===== src/rtl/ram_scan_ctrl.sv =====
// rtl/ram_scan_ctrl.sv - lab RAM zero-fill, write arbitration and periodic display scan controller
// Optional write readback check is enabled by defining RAM_WR_VERIFY_EN.
module ram_scan_ctrl #(
   parameter int ADDR_W      = 5,
   parameter int DATA_W      = 4,
   parameter int TICK_CYCLES = 50000000,
   parameter int RD_LAT      = 1
) (
   input  logic              CLOCK_50,
   input  logic              rst_n,
   input  logic              wr_req,
   input  logic [ADDR_W-1:0] wr_addr,
   input  logic [DATA_W-1:0] wr_data,
   output logic              wr_ack,
   output logic              wr_err,
   input  logic              scan_en,
   output logic [ADDR_W-1:0] ram_addr,
   output logic [DATA_W-1:0] ram_data,
   output logic              ram_wren,
   input  logic [DATA_W-1:0] ram_q,
   output logic [ADDR_W-1:0] disp_addr,
   output logic [DATA_W-1:0] disp_data,
   output logic              disp_valid,
   output logic              init_busy
);

   localparam int TICK_W = (TICK_CYCLES > 2) ? $clog2(TICK_CYCLES) : 1;
   localparam logic [TICK_W-1:0] TICK_LAST = TICK_W'(TICK_CYCLES - 1);
   localparam int CNT_W = 3;
   localparam logic [CNT_W-1:0] RD_DONE  = CNT_W'(RD_LAT);
   localparam logic [CNT_W-1:0] VFY_DONE = CNT_W'(RD_LAT + 1);
   localparam logic [ADDR_W-1:0] ADDR_LAST = '1;

   typedef enum logic [2:0] {
      S_INIT,
      S_INIT_END,
      S_IDLE,
      S_WRITE,
      S_RD_WAIT,
      S_VERIFY
   } state_t;

   state_t            state_q, state_d;
   logic [ADDR_W-1:0] init_cnt_q, init_cnt_d;
   logic [ADDR_W-1:0] scan_ptr_q, scan_ptr_d;
   logic [TICK_W-1:0] tick_cnt_q, tick_cnt_d;
   logic              scan_pend_q, scan_pend_d;
   logic [CNT_W-1:0]  rd_cnt_q, rd_cnt_d;
   logic [ADDR_W-1:0] ram_addr_q, ram_addr_d;
   logic [DATA_W-1:0] ram_data_q, ram_data_d;
   logic              ram_wren_q, ram_wren_d;
   logic              wr_ack_q, wr_ack_d;
   logic              wr_err_q, wr_err_d;
   logic [ADDR_W-1:0] disp_addr_q, disp_addr_d;
   logic [DATA_W-1:0] disp_data_q, disp_data_d;
   logic              disp_valid_q, disp_valid_d;
   logic              scan_pend_clr;
   logic              tick_active;

   always_ff @(posedge CLOCK_50) begin
      if (!rst_n) begin
         state_q      <= S_INIT;
         init_cnt_q   <= '0;
         scan_ptr_q   <= '0;
         tick_cnt_q   <= '0;
         scan_pend_q  <= 1'b0;
         rd_cnt_q     <= '0;
         ram_addr_q   <= '0;
         ram_data_q   <= '0;
         ram_wren_q   <= 1'b0;
         wr_ack_q     <= 1'b0;
         wr_err_q     <= 1'b0;
         disp_addr_q  <= '0;
         disp_data_q  <= '0;
         disp_valid_q <= 1'b0;
      end else begin
         state_q      <= state_d;
         init_cnt_q   <= init_cnt_d;
         scan_ptr_q   <= scan_ptr_d;
         tick_cnt_q   <= tick_cnt_d;
         scan_pend_q  <= scan_pend_d;
         rd_cnt_q     <= rd_cnt_d;
         ram_addr_q   <= ram_addr_d;
         ram_data_q   <= ram_data_d;
         ram_wren_q   <= ram_wren_d;
         wr_ack_q     <= wr_ack_d;
         wr_err_q     <= wr_err_d;
         disp_addr_q  <= disp_addr_d;
         disp_data_q  <= disp_data_d;
         disp_valid_q <= disp_valid_d;
      end
   end

   always_comb begin
      state_d       = state_q;
      init_cnt_d    = init_cnt_q;
      scan_ptr_d    = scan_ptr_q;
      tick_cnt_d    = tick_cnt_q;
      scan_pend_d   = scan_pend_q;
      rd_cnt_d      = rd_cnt_q;
      ram_addr_d    = ram_addr_q;
      ram_data_d    = ram_data_q;
      ram_wren_d    = 1'b0;
      wr_ack_d      = 1'b0;
      wr_err_d      = wr_err_q;
      disp_addr_d   = disp_addr_q;
      disp_data_d   = disp_data_q;
      disp_valid_d  = disp_valid_q;
      scan_pend_clr = 1'b0;
      tick_active   = (state_q != S_INIT) && (state_q != S_INIT_END);

      unique case (state_q)
         S_INIT: begin
            ram_addr_d = init_cnt_q;
            ram_data_d = '0;
            ram_wren_d = 1'b1;
            init_cnt_d = init_cnt_q + 1'b1;
            if (init_cnt_q == ADDR_LAST) begin
               state_d = S_INIT_END;
            end
         end
         S_INIT_END: begin
            state_d = S_IDLE;
         end
         S_IDLE: begin
            // Writes win; a pending scan waits for the first idle cycle without wr_req.
            if (wr_req) begin
               ram_addr_d = wr_addr;
               ram_data_d = wr_data;
               ram_wren_d = 1'b1;
               state_d    = S_WRITE;
            end else if (scan_pend_q) begin
               ram_addr_d    = scan_ptr_q;
               rd_cnt_d      = '0;
               scan_pend_clr = 1'b1;
               state_d       = S_RD_WAIT;
            end
         end
         S_WRITE: begin
`ifdef RAM_WR_VERIFY_EN
            rd_cnt_d = '0;
            state_d  = S_VERIFY;
`else
            wr_ack_d = 1'b1;
            state_d  = S_IDLE;
`endif
         end
         S_RD_WAIT: begin
            if (rd_cnt_q == RD_DONE) begin
               disp_data_d  = ram_q;
               disp_addr_d  = scan_ptr_q;
               disp_valid_d = 1'b1;
               scan_ptr_d   = scan_ptr_q + 1'b1;
               state_d      = S_IDLE;
            end else begin
               rd_cnt_d = rd_cnt_q + 1'b1;
            end
         end
         S_VERIFY: begin
`ifdef RAM_WR_VERIFY_EN
            // ram_addr still holds the written address, so dropping wren turns it into a read.
            if (rd_cnt_q == VFY_DONE) begin
               wr_ack_d = 1'b1;
               if (ram_q != ram_data_q) begin
                  wr_err_d = 1'b1;
               end
               state_d = S_IDLE;
            end else begin
               rd_cnt_d = rd_cnt_q + 1'b1;
            end
`else
            state_d = S_IDLE;
`endif
         end
         default: begin
            state_d = S_INIT;
         end
      endcase

      if (scan_pend_clr) begin
         scan_pend_d = 1'b0;
      end
      if (!scan_en) begin
         tick_cnt_d  = '0;
         scan_pend_d = 1'b0;
      end else if (tick_active) begin
         if (tick_cnt_q == TICK_LAST) begin
            tick_cnt_d  = '0;
            scan_pend_d = 1'b1;
         end else begin
            tick_cnt_d = tick_cnt_q + 1'b1;
         end
      end else begin
         tick_cnt_d = '0;
      end
   end

   assign ram_addr   = ram_addr_q;
   assign ram_data   = ram_data_q;
   assign ram_wren   = ram_wren_q;
   assign wr_ack     = wr_ack_q;
   assign wr_err     = wr_err_q;
   assign disp_addr  = disp_addr_q;
   assign disp_data  = disp_data_q;
   assign disp_valid = disp_valid_q;
   assign init_busy  = (state_q == S_INIT) || (state_q == S_INIT_END);

endmodule


===== config.mk =====
export PLATFORM = sky130hd
export DESIGN_NAME = ram_scan_ctrl
export DESIGN_NICKNAME = d
export VERILOG_FILES = /design/src/rtl/ram_scan_ctrl.sv
export SDC_FILE = /design/constraint.sdc
export NUM_CORES = 1
export LEC_CHECK = 0
export CORE_MARGIN = 2
export CORE_UTILIZATION = 43
export DETAILED_ROUTE_END_ITERATION = 6
export PLACE_DENSITY_LB_ADDON = 0.3
export SYNTH_ARGS = -nofsm -noshare
export SYNTH_HDL_FRONTEND = slang
export SYNTH_SLANG_ARGS = --single-unit

===== constraint.sdc =====
create_clock -name CLOCK_50 -period 4 [get_ports CLOCK_50]
set_input_delay 1 -clock CLOCK_50 [delete_from_list [all_inputs] [get_ports CLOCK_50]]
set_output_delay 1 -clock CLOCK_50 [all_outputs]
set_load 0.05 [all_outputs]

### Yosys cells after proc, flatten, opt, wreduce, memory -nomap -nowiden

Index checks and enable logic that the tools add are counted.

* bits in registers: 64
* bits of input ports: 17
* output and inout port bits: 23

* bitwise logic cells: 3
* reduce and logical (&&, ||, !) cells: 14
* eq/ne operators: 16
* $add $sub $neg: 4
* multiplexer cells: 23

Operators by type and width (number)
* $add 26x1->26 const B: 1
* $eq 26x26->1 const B: 1
* $mux 3: 7
* $ne 2x2->1 const B: 6
* $pmux 3 s4: 1
* $add 5x1->5 const B: 2
* $mux 5: 2
* $pmux 5 s2: 1
* $mux 1: 8
* $pmux 4 s2: 1
* $reduce_and 2->1: 4
* $eq 3x1->1 const B: 2
* $eq 3x2->1 const B: 2
* $eq 3x3->1 const B: 2
* $pmux 3 s2: 1
* $eq 5x5->1 const B: 1
* $mux 4: 1
* $reduce_and 4->1: 1
* $reduce_bool 2->1: 2
* $reduce_or 4->1: 1
* $add 3x1->3 const B: 1
* $logic_not 3->1: 1
* $ne 3x1->1 const B: 1
* $ne 3x3->1 const B: 1
* 7 further kinds: 9

### Depth between registers and ports, before layout

Gate-level depths: netlist (run 1).

* word-level depth: 6
* gate-level depth with buffers: 7
* depth with buffers taken out: 7

### Least setup slack after synthesis (run 1)

No wires, ideal clock.

* path kind: reg2out
* start point: register state_q[2]
* end point: output port init_busy
* required time: 3000 ps
* path buffers: 1
* arrival time: 1182 ps
* stages on the path, launching flop included: 3
* path slack: 1818 ps
* cell sequence: dfxtp_1 clkbuf_1 nor2_1

* cells in the longest elaborated chain, start to end: 2

RTL lines
* start, declared: line 43 `state_t state_q, state_d;`
* start signal, assigned: line 77 `state_q <= state_d;`
* $eq 3x1->1 / $logic_not 3->1 (equally long branches): line 206 `assign init_busy = (state_q == S_INIT) || (state_q == S_INIT_END);`
* $logic_or 1x1->1 *: line 206
* end, declared: line 24 `output logic init_busy`

Every way passes the cells marked *; elsewhere a longest branch is shown, timed or not.

### Final worst setup path (run 1)

Same ends and word-level chain as after synthesis.

==> flow_summary_export.csv, run 1 <==
group,metric,value,unit
layout,synthToLayoutAreaGrowth,22.6,%
layout,final_net_count,381,
placed_design,gp_congestion,0.761,
synthesis,synthAdderAreaFrac,2.66,%
synthesis,synth_top_family_by_area,"simple AND/OR/NAND/NOR gates",
synthesis,syn-mean-instance-area,8.74,um^2
critical_path,path_cells,"nor2_1 > clkdlybuf4s50_1",
timing,finalSetupViolCount,0,
hold_path,hold_class,"flop to flop",
synthesis,synthMuxAreaShare,3.19,%
run,drv_cap,0,
die,initial_core_util,44.5,%
routing,num_vias,2341,
die,row_count,29,
cts,numCtsBuffers,9,
synthesis,synth_compound_area_share,13.7,%
routing,avgRoutedWirePerCell,12.9,um
die,io_pins,40,
timing,fin_crit_sh,71.4,%
cts,h-tree-depth,3,
global_routing,grt_antenna_before_repair,0,
synthesis,synth_ff_type,"dfxtp_1",
synthesis,synth-xor-area-share,5.89,%
layout,finish.instance_area,3460,um^2
synthesis,synth_warnings,0,
routing,viasPerCell,5.32,
synthesis,synth_cell_types,45,
routing,drt_wl_total,5.68,mm
layout,drive_gt1_share,7.16,%
critical_path,crit_path_max_incr_delay,0.86,ns
placed_design,placedCellCount,424,
layout,seqCellArea,1280,um^2
global_routing,grt.total_usage,17.0,%
cts,post_cts_buffers,0,
layout,stdcell_count,440,
timing,fin_tns_setup,0,ns
timing,rsz0062_at_grt,"no",
pwr,ir_drop,0.202,mV
synthesis,synth-edff-count,0,
routing,drt_pass1_iterations,4,
cts,cts.repair.resized,0,
layout,multi_input_comb_area,1450,um^2
outcome,status,"finished clean",
timing,clock.fmax,350,MHz
placed_design,dp_hpwl,3.78,mm
timing,slew_headroom,30.0,%
critical_path,end_kind,"output port",
die,die_h,85.0,um
synthesis,syn_inst,323,
timing,fin_skew,0.00577,ns
routing,drtIter0Drc,96,
die,core_region_area,6350,um^2
global_routing,first_global_vias,2219,
global_routing,overflow,0,
die,die_area,7230,um^2
routing,drc_errors,0,
cts,clockBufferDepth,2,
die,dieWidth,85.0,um
timing,worstMarginPinSlew,1.05,ns
timing,maxSlewViolCount,0,
layout,nFillCells,587,
global_routing,grt_max_degree,33,
cts,cts_tree,"yes",
synthesis,yosys_register_bits,64,
synthesis,async_reset_ff_share,0,%
critical_path,cp-start-kind,"flop",
critical_path,crit_slowest_cell,"clkdlybuf4s50_1",
global_routing,grt_pass1_wl,10.0,mm
synthesis,ys_seq_area_share,45.4,%
critical_path,cp.arrival,1.85,ns
cts,cts_sinks,64,
critical_path,cp.required,3.00,ns
pwr,power.density,380,nW/um^2
placed_design,post-place-ws,1.20,ns
cts,clkTransAtPathRegs,0.07,ns
critical_path,crit_fanout,11,
pwr,p_leak,1.18,nW
synthesis,synth_fp_nets,346,
timing,timing.final.crit_period,2.85,ns
placed_design,io_buffers,38,
layout,antenna_cells,0,
layout,fin_util,54.5,%
synthesis,yosys.area_share.simple,25.8,%
cts,insertion_delay,0.34,ns
routing,drtAntennaViolNets,0,
critical_path,worstSetupPathType,"flop to output port",
placed_design,place_area,3240,um^2
cts,cts-hold-fix-buffers,0,
cts,cts_root_buf,"clkbuf_8",
timing,hold_viol,0,
timing,setup_slack,1.15,ns
synthesis,synth_area,2820,um^2
final cells by class:
| cell class | count | share of cell area (%) |
|---|---|---|
| Multi-Input combinational cell | 237 | 41.9 |
| Sequential cell | 64 | 37.0 |
| Timing Repair Buffer | 39 | 11.2 |
| Clock buffer | 11 | 4.08 |
| Tap cell | 77 | 2.78 |
| Clock inverter | 5 | 2.31 |
| Inverter | 7 | 0.759 |
flip-flops by register name, indices dropped and copies added, names as in the netlist:
name / count
rd_cnt_q: 3
init_cnt_q: 5
disp_data: 4
ram_addr: 5
state_q: 3
tick_cnt_q: 26
scan_ptr_q: 5
scan_pend_q: 1
disp_addr: 5
wr_ack: 1
ram_data: 4
ram_wren: 1
disp_valid: 1
cells by family after synthesis:
group,count (synthesis)
muxes,9
other,1
buffers and inverters,22
adders and majority gates,6
DFF,64
AOI/OAI and AO/OA,59
xor gates and xnor gates,19
and+or+nand+nor,143
Yosys cell counts, drive strengths merged, types with 4 or more instances:
cell type | instances | area share [%]
buf | 6 | 1.2
xnor2 | 7 | 2.2
nand2 | 43 | 5.7
a32oi | 4 | 1.2
ha | 6 | 2.7
clkbuf | 9 | 1.2
dfxtp | 64 | 45
o21ai | 5 | 0.89
mux2i | 9 | 3.2
a21oi | 28 | 5.1
inv | 7 | 0.93
xor2 | 12 | 3.7
nor2 | 41 | 5.4
nand3 | 7 | 1.2
o211ai | 5 | 1.3
nand2b | 4 | 0.89
or3 | 5 | 1.2
or4 | 9 | 2.5
nand4 | 10 | 2.7
o31ai | 10 | 3.1
and3 | 6 | 1.3
where the power goes:
part	internal, W	total (W)	switching (W)
Sequential	0.000642	0.000646	0.00000405
Clock	0.000367	0.000620	0.000253
Combinational	0.0000245	0.0000499	0.0000255
Total	0.00103	0.00132	0.000283
final timing paths:
path | start | end | slack, ns | depth (start not counted)
setup / recovery | state_q[2] | init_busy | 1.15 | 2
hold / removal | disp_data[2] | disp_data[2] | 0.45 | 2
setup reg to reg | tick_cnt_q[12] | tick_cnt_q[19] | 1.59 | 4
hold reg to reg | disp_data[2] | disp_data[2] | 0.45 | 2
critical path, delay by kind of cell, from the launching register on:
family | cells | cell delay, ns
buffers and inverters | 1 | 0.86
DFF | 1 | 0.40
and+or+nand+nor | 1 | 0.26
placed cells by master (no fill, tap or decap), types with 2 or more instances in the layout:
master and count:
o21ai_0 5, nor3b_1 2, a32oi_1 4, ha_1 6
xnor2_1 7, and3_1 6, nor4_1 2, bufinv_16 2
or3b_2 2, nand4_1 8, xor2_1 12, nand4_2 2
nor2_1 41, nand3_1 7, o31ai_1 9, and4_1 3
clkdlybuf4s50_1 38, mux2i_1 9, or3_1 4, or4_1 8
inv_1 7, dfxtp_1 64, a21oi_1 27, nand2b_1 4
clkinvlp_4 2, and2_1 3, clkbuf_8 10, o21a_1 2
nand2_1 43, o211ai_1 5
metrics by stage:
| step | power (W) | hold WS [ns] |
|---|---|---|
| 2_1_floorplan | 0.000686 | 0.426 |
| 3_3_place_gp | 0.000710 | 0.441 |
| 3_5_place_dp | 0.000710 | 0.446 |
| 4_1_cts | 0.00133 | 0.456 |
| 5_1_grt | 0.00136 | 0.478 |
| 6_report | 0.00132 | 0.453 |
routing by layer:
layer  global-route usage (%)  share of wire, %  up-vias
met2                     26.8                45       46
li1                         -                 -     1206
met5                        0                 0        -
met3                     6.32               5.1        6
met1                     22.1                49     1083
met4                     4.76              0.74        0
No activity file was read; power rests on OpenSTA's default activity.
==> inputs of run 2 (changes only) <==
==> constraint.sdc (replaced) <==
create_clock -name CLOCK_50 -period 2.7 [get_ports CLOCK_50]
set_input_delay 0.675 -clock CLOCK_50 [delete_from_list [all_inputs] [get_ports CLOCK_50]]
set_output_delay 0.675 -clock CLOCK_50 [all_outputs]
set_load 0.05 [all_outputs]
==> run 2 against run 1 <==
Global-route usage grew 0.33 points. Sequential share of layout area decreased by 0.45 points. Count of clock-buffer cells in the layout rose by 2. First-iteration DRC count grew 1.0%. Clock power up 39%. Clock skew increased by 0.0047 ns. Sequential power grew 48%. Core utilization rose by 0.67 points. Non-clock buffer count increased by 6. Via count up 1.8%. Worst setup slack worse by 1.0 ns. Critical path type unchanged. Critical endpoint unchanged. Largest cell class unchanged.
==> flow_summary_export.csv, run 2 (same netlist as run 1, synthesis figures left out) <==
group,metric,value,unit
outcome,status,"finished clean",
global_routing,grt_pass1_wl,10.1,mm
hold_path,hold_class,"flop to flop",
placed_design,gp_congestion,0.763,
timing,fin_tns_setup,0,ns
die,die_area,7230,um^2
pwr,power.density,542,nW/um^2
cts,cts_root_buf,"clkbuf_8",
critical_path,crit_fanout,11,
die,dieWidth,85.0,um
timing,finalSetupViolCount,0,
timing,rsz0062_at_grt,"no",
pwr,pwr-share-comb,4.1,%
routing,drt_wl_total,5.84,mm
pwr,power_frac_seq,50.4,%
critical_path,cp-start-kind,"flop",
layout,antenna_cells,0,
pwr,p_int,0.00149,W
cts,clkTransAtPathRegs,0.07,ns
cts,post_cts_buffers,0,
timing,timing.final.crit_period,2.57,ns
timing,maxSlewViolCount,0,
global_routing,grt.total_usage,17.4,%
cts,insertion_delay,0.35,ns
routing,drt_pass1_iterations,4,
timing,fin_skew,0.0104,ns
critical_path,cp.required,2.03,ns
cts,cts_tree,"yes",
routing,drtIter0Drc,97,
layout,synthToLayoutAreaGrowth,24.1,%
cts,cts_sinks,64,
critical_path,worstSetupPathType,"flop to output port",
run,drv_cap,0,
global_routing,grt_max_degree,23,
cts,cts-hold-fix-buffers,0,
routing,num_vias,2384,
cts,numCtsBuffers,9,
die,die_h,85.0,um
routing,avgRoutedWirePerCell,13.1,um
cts,clockBufferDepth,2,
die,row_count,29,
timing,fin_crit_sh,95.0,%
layout,drive_gt1_share,8.42,%
die,io_pins,40,
global_routing,grtUsageMet2,27.1,%
placed_design,io_buffers,38,
die,initial_core_util,44.5,%
die,core_region_area,6350,um^2
global_routing,first_global_vias,2240,
pwr,ir_drop,0.312,mV
routing,drc_errors,0,
placed_design,post-place-ws,0.416,ns
global_routing,overflow,0,
timing,hold_viol,0,
pwr,swShare,21.6,%
pwr,clockPowerShare,45.5,%
layout,regMostFlops,"tick_cnt_q",
layout,largest_reg_flops,26,
global_routing,use_met1,22.3,%
placed_design,dp_hpwl,4.07,mm
global_routing,grt_antenna_before_repair,0,
layout,layout_commonest_cell,"dfxtp_1",
cts,cts.repair.resized,0,
timing,worstMarginPinSlew,0.701,ns
cts,h-tree-depth,3,
layout,mostFrequentLayoutCells,"dfxtp_1 (64), nand2_1 (43), nor2_1 (41)",
critical_path,end_kind,"output port",
layout,final_net_count,387,
pwr,switchingPower,0.000411,W
routing,viasPerCell,5.36,
timing,setup_slack,0.135,ns
global_routing,gr-usage-met3,5.06,%
global_routing,busiest_layer,"met2",
timing,clock.fmax,390,MHz
critical_path,cp.arrival,1.89,ns
pwr,p_leak,1.21,nW
routing,drtAntennaViolNets,0,
timing,slew_headroom,52.9,%
run 2: cell type report:
class	instances	area, um^2
inverter	7	26.3
clock inverter	2	37.5
tap	77	96.3
clock buffer	13	169
multi-input combinational	237	1450
sequential	64	1280
timing repair buffer	45	445
fill	590	2840
run 2: path summary, 6_finish.rpt:
kind               endpoint           from  slack [ns]  cells past startpoint
min reg2reg    disp_data[2]   disp_data[2]        0.45                      2
max               init_busy     state_q[2]        0.13                      2
min            disp_data[2]   disp_data[2]        0.45                      2
max reg2reg  tick_cnt_q[22]  tick_cnt_q[4]        0.71                      4
run 2: layer usage:
layer,up-vias,share of wire (%)
met3,14,4.1
met1,1110,47
met2,38,47
met5,-,0
met4,0,1.9
li1,1222,-
run 2: through the flow:
step,area (um^2),cells,hold slack [ns],power (W),util [%]
after CTS,3510,445,0.454,0.00191,55.2
final,3510,445,0.453,0.00190,55.2
after global placement,3300,430,0.441,0.00106,52.0
after global routing,3510,445,0.477,0.00196,55.2
after detailed placement,3300,430,0.445,0.00106,52.0
after floorplan,2820,323,0.426,0.00102,-
run 2: power groups by stage:
stage / Clock (W) / Sequential [W] / Combinational [W]
after global routing: 0.000918 / 0.000957 / 0.0000838
after CTS: 0.000870 / 0.000957 / 0.0000793
final: 0.000864 / 0.000957 / 0.0000784
after detailed placement: 0 / 0.000978 / 0.0000787
after floorplan: 0 / 0.000989 / 0.0000284
after global placement: 0 / 0.000978 / 0.0000783
run 2: worst max-delay path, stage by stage (launching register included):
cell	delay (ns)
dfxtp_1	0.40
nor2_1	0.28
clkdlybuf4s50_1	0.86
==> inputs of run 3 (changes only) <==
--- a/config.mk
+++ b/config.mk
@@ -5,8 +5,8 @@
 export SDC_FILE = /design/constraint.sdc
 export NUM_CORES = 1
 export LEC_CHECK = 0
-export CORE_MARGIN = 2
 export CORE_UTILIZATION = 43
+export CTS_CLUSTER_DIAMETER = 150
 export DETAILED_ROUTE_END_ITERATION = 6
 export PLACE_DENSITY_LB_ADDON = 0.3
 export SYNTH_ARGS = -nofsm -noshare
==> run 3 against run 2 <==
Cell area fell by 1.7%. Via count fell by 1.3%. Fmax rose by 2.0%. Count of clock-buffer cells in the layout fell by 2. Sequential cell count did not move. Worst hold slack got worse by 0.0014 ns. Final cell count fell by 0.22%. Sequential share of layout area rose by 0.64 points. Non-clock buffer count fell by 1. Clock skew fell by 0.0052 ns. Clock power fell by 21%. Largest power group unchanged.
==> flow_summary_export.csv, run 3 (same netlist as run 1, synthesis figures left out) <==
group,metric,value,unit
outcome,status,"finished clean",
global_routing,first_global_vias,2203,
layout,final_net_count,386,
hold_path,hp-start,"disp_data[3]",
run,drv_cap,0,
hold_path,holdPathEnd,"disp_data[3]",
die,initial_core_util,44.5,%
critical_path,path_buf_inv,1,
timing,fin_skew,0.00525,ns
cts,cts.repair.resized,0,
critical_path,crit_slowest_cell,"clkdlybuf4s50_1",
cts,insertion_delay,0.34,ns
critical_path,worstRegToRegCells,5,
layout,antenna_cells,0,
die,core_region_area,6350,um^2
die,die_area,6900,um^2
cts,cts-hold-fix-buffers,0,
pwr,p_int,0.00131,W
global_routing,grt_max_degree,21,
pwr,p_leak,1.18,nW
critical_path,cp.required,2.03,ns
critical_path,crit_cells,2,
die,dieWidth,83.0,um
cts,cts_tree,"yes",
pwr,finalPower,0.00172,W
cts,cts_sinks,64,
timing,fin_tns_setup,0,ns
critical_path,cp-start-kind,"flop",
routing,drt_pass1_iterations,4,
pwr,power.density,499,nW/um^2
timing,finalSetupViolCount,0,
hold_path,hold_class,"flop to flop",
global_routing,grt_antenna_before_repair,0,
timing,slew_headroom,56.1,%
critical_path,worstSetupPathType,"flop to output port",
critical_path,reg2reg_from,"tick_cnt_q[0]",
pwr,power_frac_seq,55.7,%
placed_design,gp_congestion,0.751,
timing,rsz0062_at_grt,"no",
die,die_h,83.0,um
pwr,clockPowerShare,39.7,%
layout,nFillCells,600,
timing,maxSlewViolCount,0,
critical_path,r2r_slack,0.55,ns
critical_path,cp_top_family,"buffers and inverters",
global_routing,grt.total_usage,18.1,%
routing,drtIter0Drc,102,
critical_path,crit_fanout,11,
die,row_count,29,
timing,timing.final.crit_period,2.51,ns
routing,drc_errors,0,
cts,post_cts_buffers,0,
routing,viasPerCell,5.30,
timing,hold_viol,0,
routing,avgRoutedWirePerCell,12.8,um
global_routing,overflow,0,
cts,numCtsBuffers,9,
timing,fin_crit_sh,93.1,%
layout,regMostFlops,"tick_cnt_q",
placed_design,dp_hpwl,3.99,mm
cts,cts_root_buf,"clkbuf_8",
global_routing,grt_pass1_wl,10.1,mm
die,io_pins,40,
layout,drive_gt1_share,7.90,%
cts,h-tree-depth,3,
layout,mostFrequentLayoutCells,"dfxtp_1 (64), nand2_1 (43), nor2_1 (41)",
routing,num_vias,2352,
routing,drt_wl_total,5.69,mm
timing,worstMarginPinSlew,0.654,ns
pwr,pwr-share-comb,4.6,%
hold_path,hold_depth,2,
pwr,ir_drop,0.272,mV
layout,layout_commonest_cell,"dfxtp_1",
pwr,swShare,23.5,%
layout,synthToLayoutAreaGrowth,22.0,%
timing,clock.fmax,398,MHz
placed_design,io_buffers,38,
cts,clockBufferDepth,2,
critical_path,cp.arrival,1.84,ns
critical_path,reg2reg_to,"tick_cnt_q[22]",
layout,largest_reg_flops,26,
cts,clkTransAtPathRegs,0.07,ns
critical_path,path_cells,"nor2_1 > clkdlybuf4s50_1",
pwr,switchingPower,0.000403,W
critical_path,crit_path_max_incr_delay,0.86,ns
routing,drtAntennaViolNets,0,
critical_path,end_kind,"output port",
-- run 3: final cells by class --
cell class | instances | area [um^2] | area share, %
inverters | 7 | 26.3 | 0.763
clock inverters | 4 | 22.5 | 0.654
repair buffers | 44 | 438 | 12.7
flip-flops and latches | 64 | 1280 | 37.2
multi-input cells | 237 | 1450 | 42.1
clock buffers | 11 | 131 | 3.81
well taps | 77 | 96.3 | 2.80
-- run 3: how the worst max path moves through the flow --
stage	from	end	slack, ns
3_5_place_dp	wr_req	ram_addr[0]	0.40
6_report	state_q[2]	init_busy	0.19
2_1_floorplan	state_q[2]	tick_cnt_q[2]	0.78
3_3_place_gp	wr_req	rd_cnt_q[2]	0.45
4_1_cts	state_q[2]	init_busy	0.17
5_1_grt	state_q[1]	init_busy	0.08
-- run 3: per-layer routing --
layer | share of wire (%) | track usage (%) | routed length [um]
met1 | 49 | 23.0 | 2770
met2 | 46 | 28.7 | 2620
met3 | 3.6 | 4.47 | 203
met4 | 1.8 | 8.93 | 104
met5 | 0 | 0 | 0
-- run 3: power by group through the flow --
stage | Sequential (W) | Combinational, W | Clock [W]
floorplan | 0.000989 | 0.0000284 | 0
global placement | 0.000978 | 0.0000782 | 0
detailed placement | 0.000979 | 0.0000785 | 0
CTS | 0.000957 | 0.0000791 | 0.000703
global route | 0.000957 | 0.0000835 | 0.000760
finish | 0.000957 | 0.0000783 | 0.000682
-- run 3: per-stage QoR --
| step | hold WS, ns | cell area (um^2) | instances | worst slack, ns | util (%) |
|---|---|---|---|---|---|
| 3_5_place_dp | 0.446 | 3290 | 429 | 0.403 | 51.8 |
| 6_report | 0.451 | 3450 | 444 | 0.186 | 54.3 |
| 2_1_floorplan | 0.426 | 2820 | 323 | 0.777 | - |
| 5_1_grt | 0.479 | 3450 | 444 | 0.0841 | 54.3 |
| 3_3_place_gp | 0.441 | 3290 | 429 | 0.446 | 51.8 |
| 4_1_cts | 0.455 | 3450 | 444 | 0.173 | 54.3 |
-- run 3: worst reg2reg max path, stage by stage (launching register included) --
cell and delay, ns:
dfxtp_1 0.36, ha_1 0.20, and3_1 0.32, nand4_1 0.44
or4_4 0.64, a21oi_2 0.13
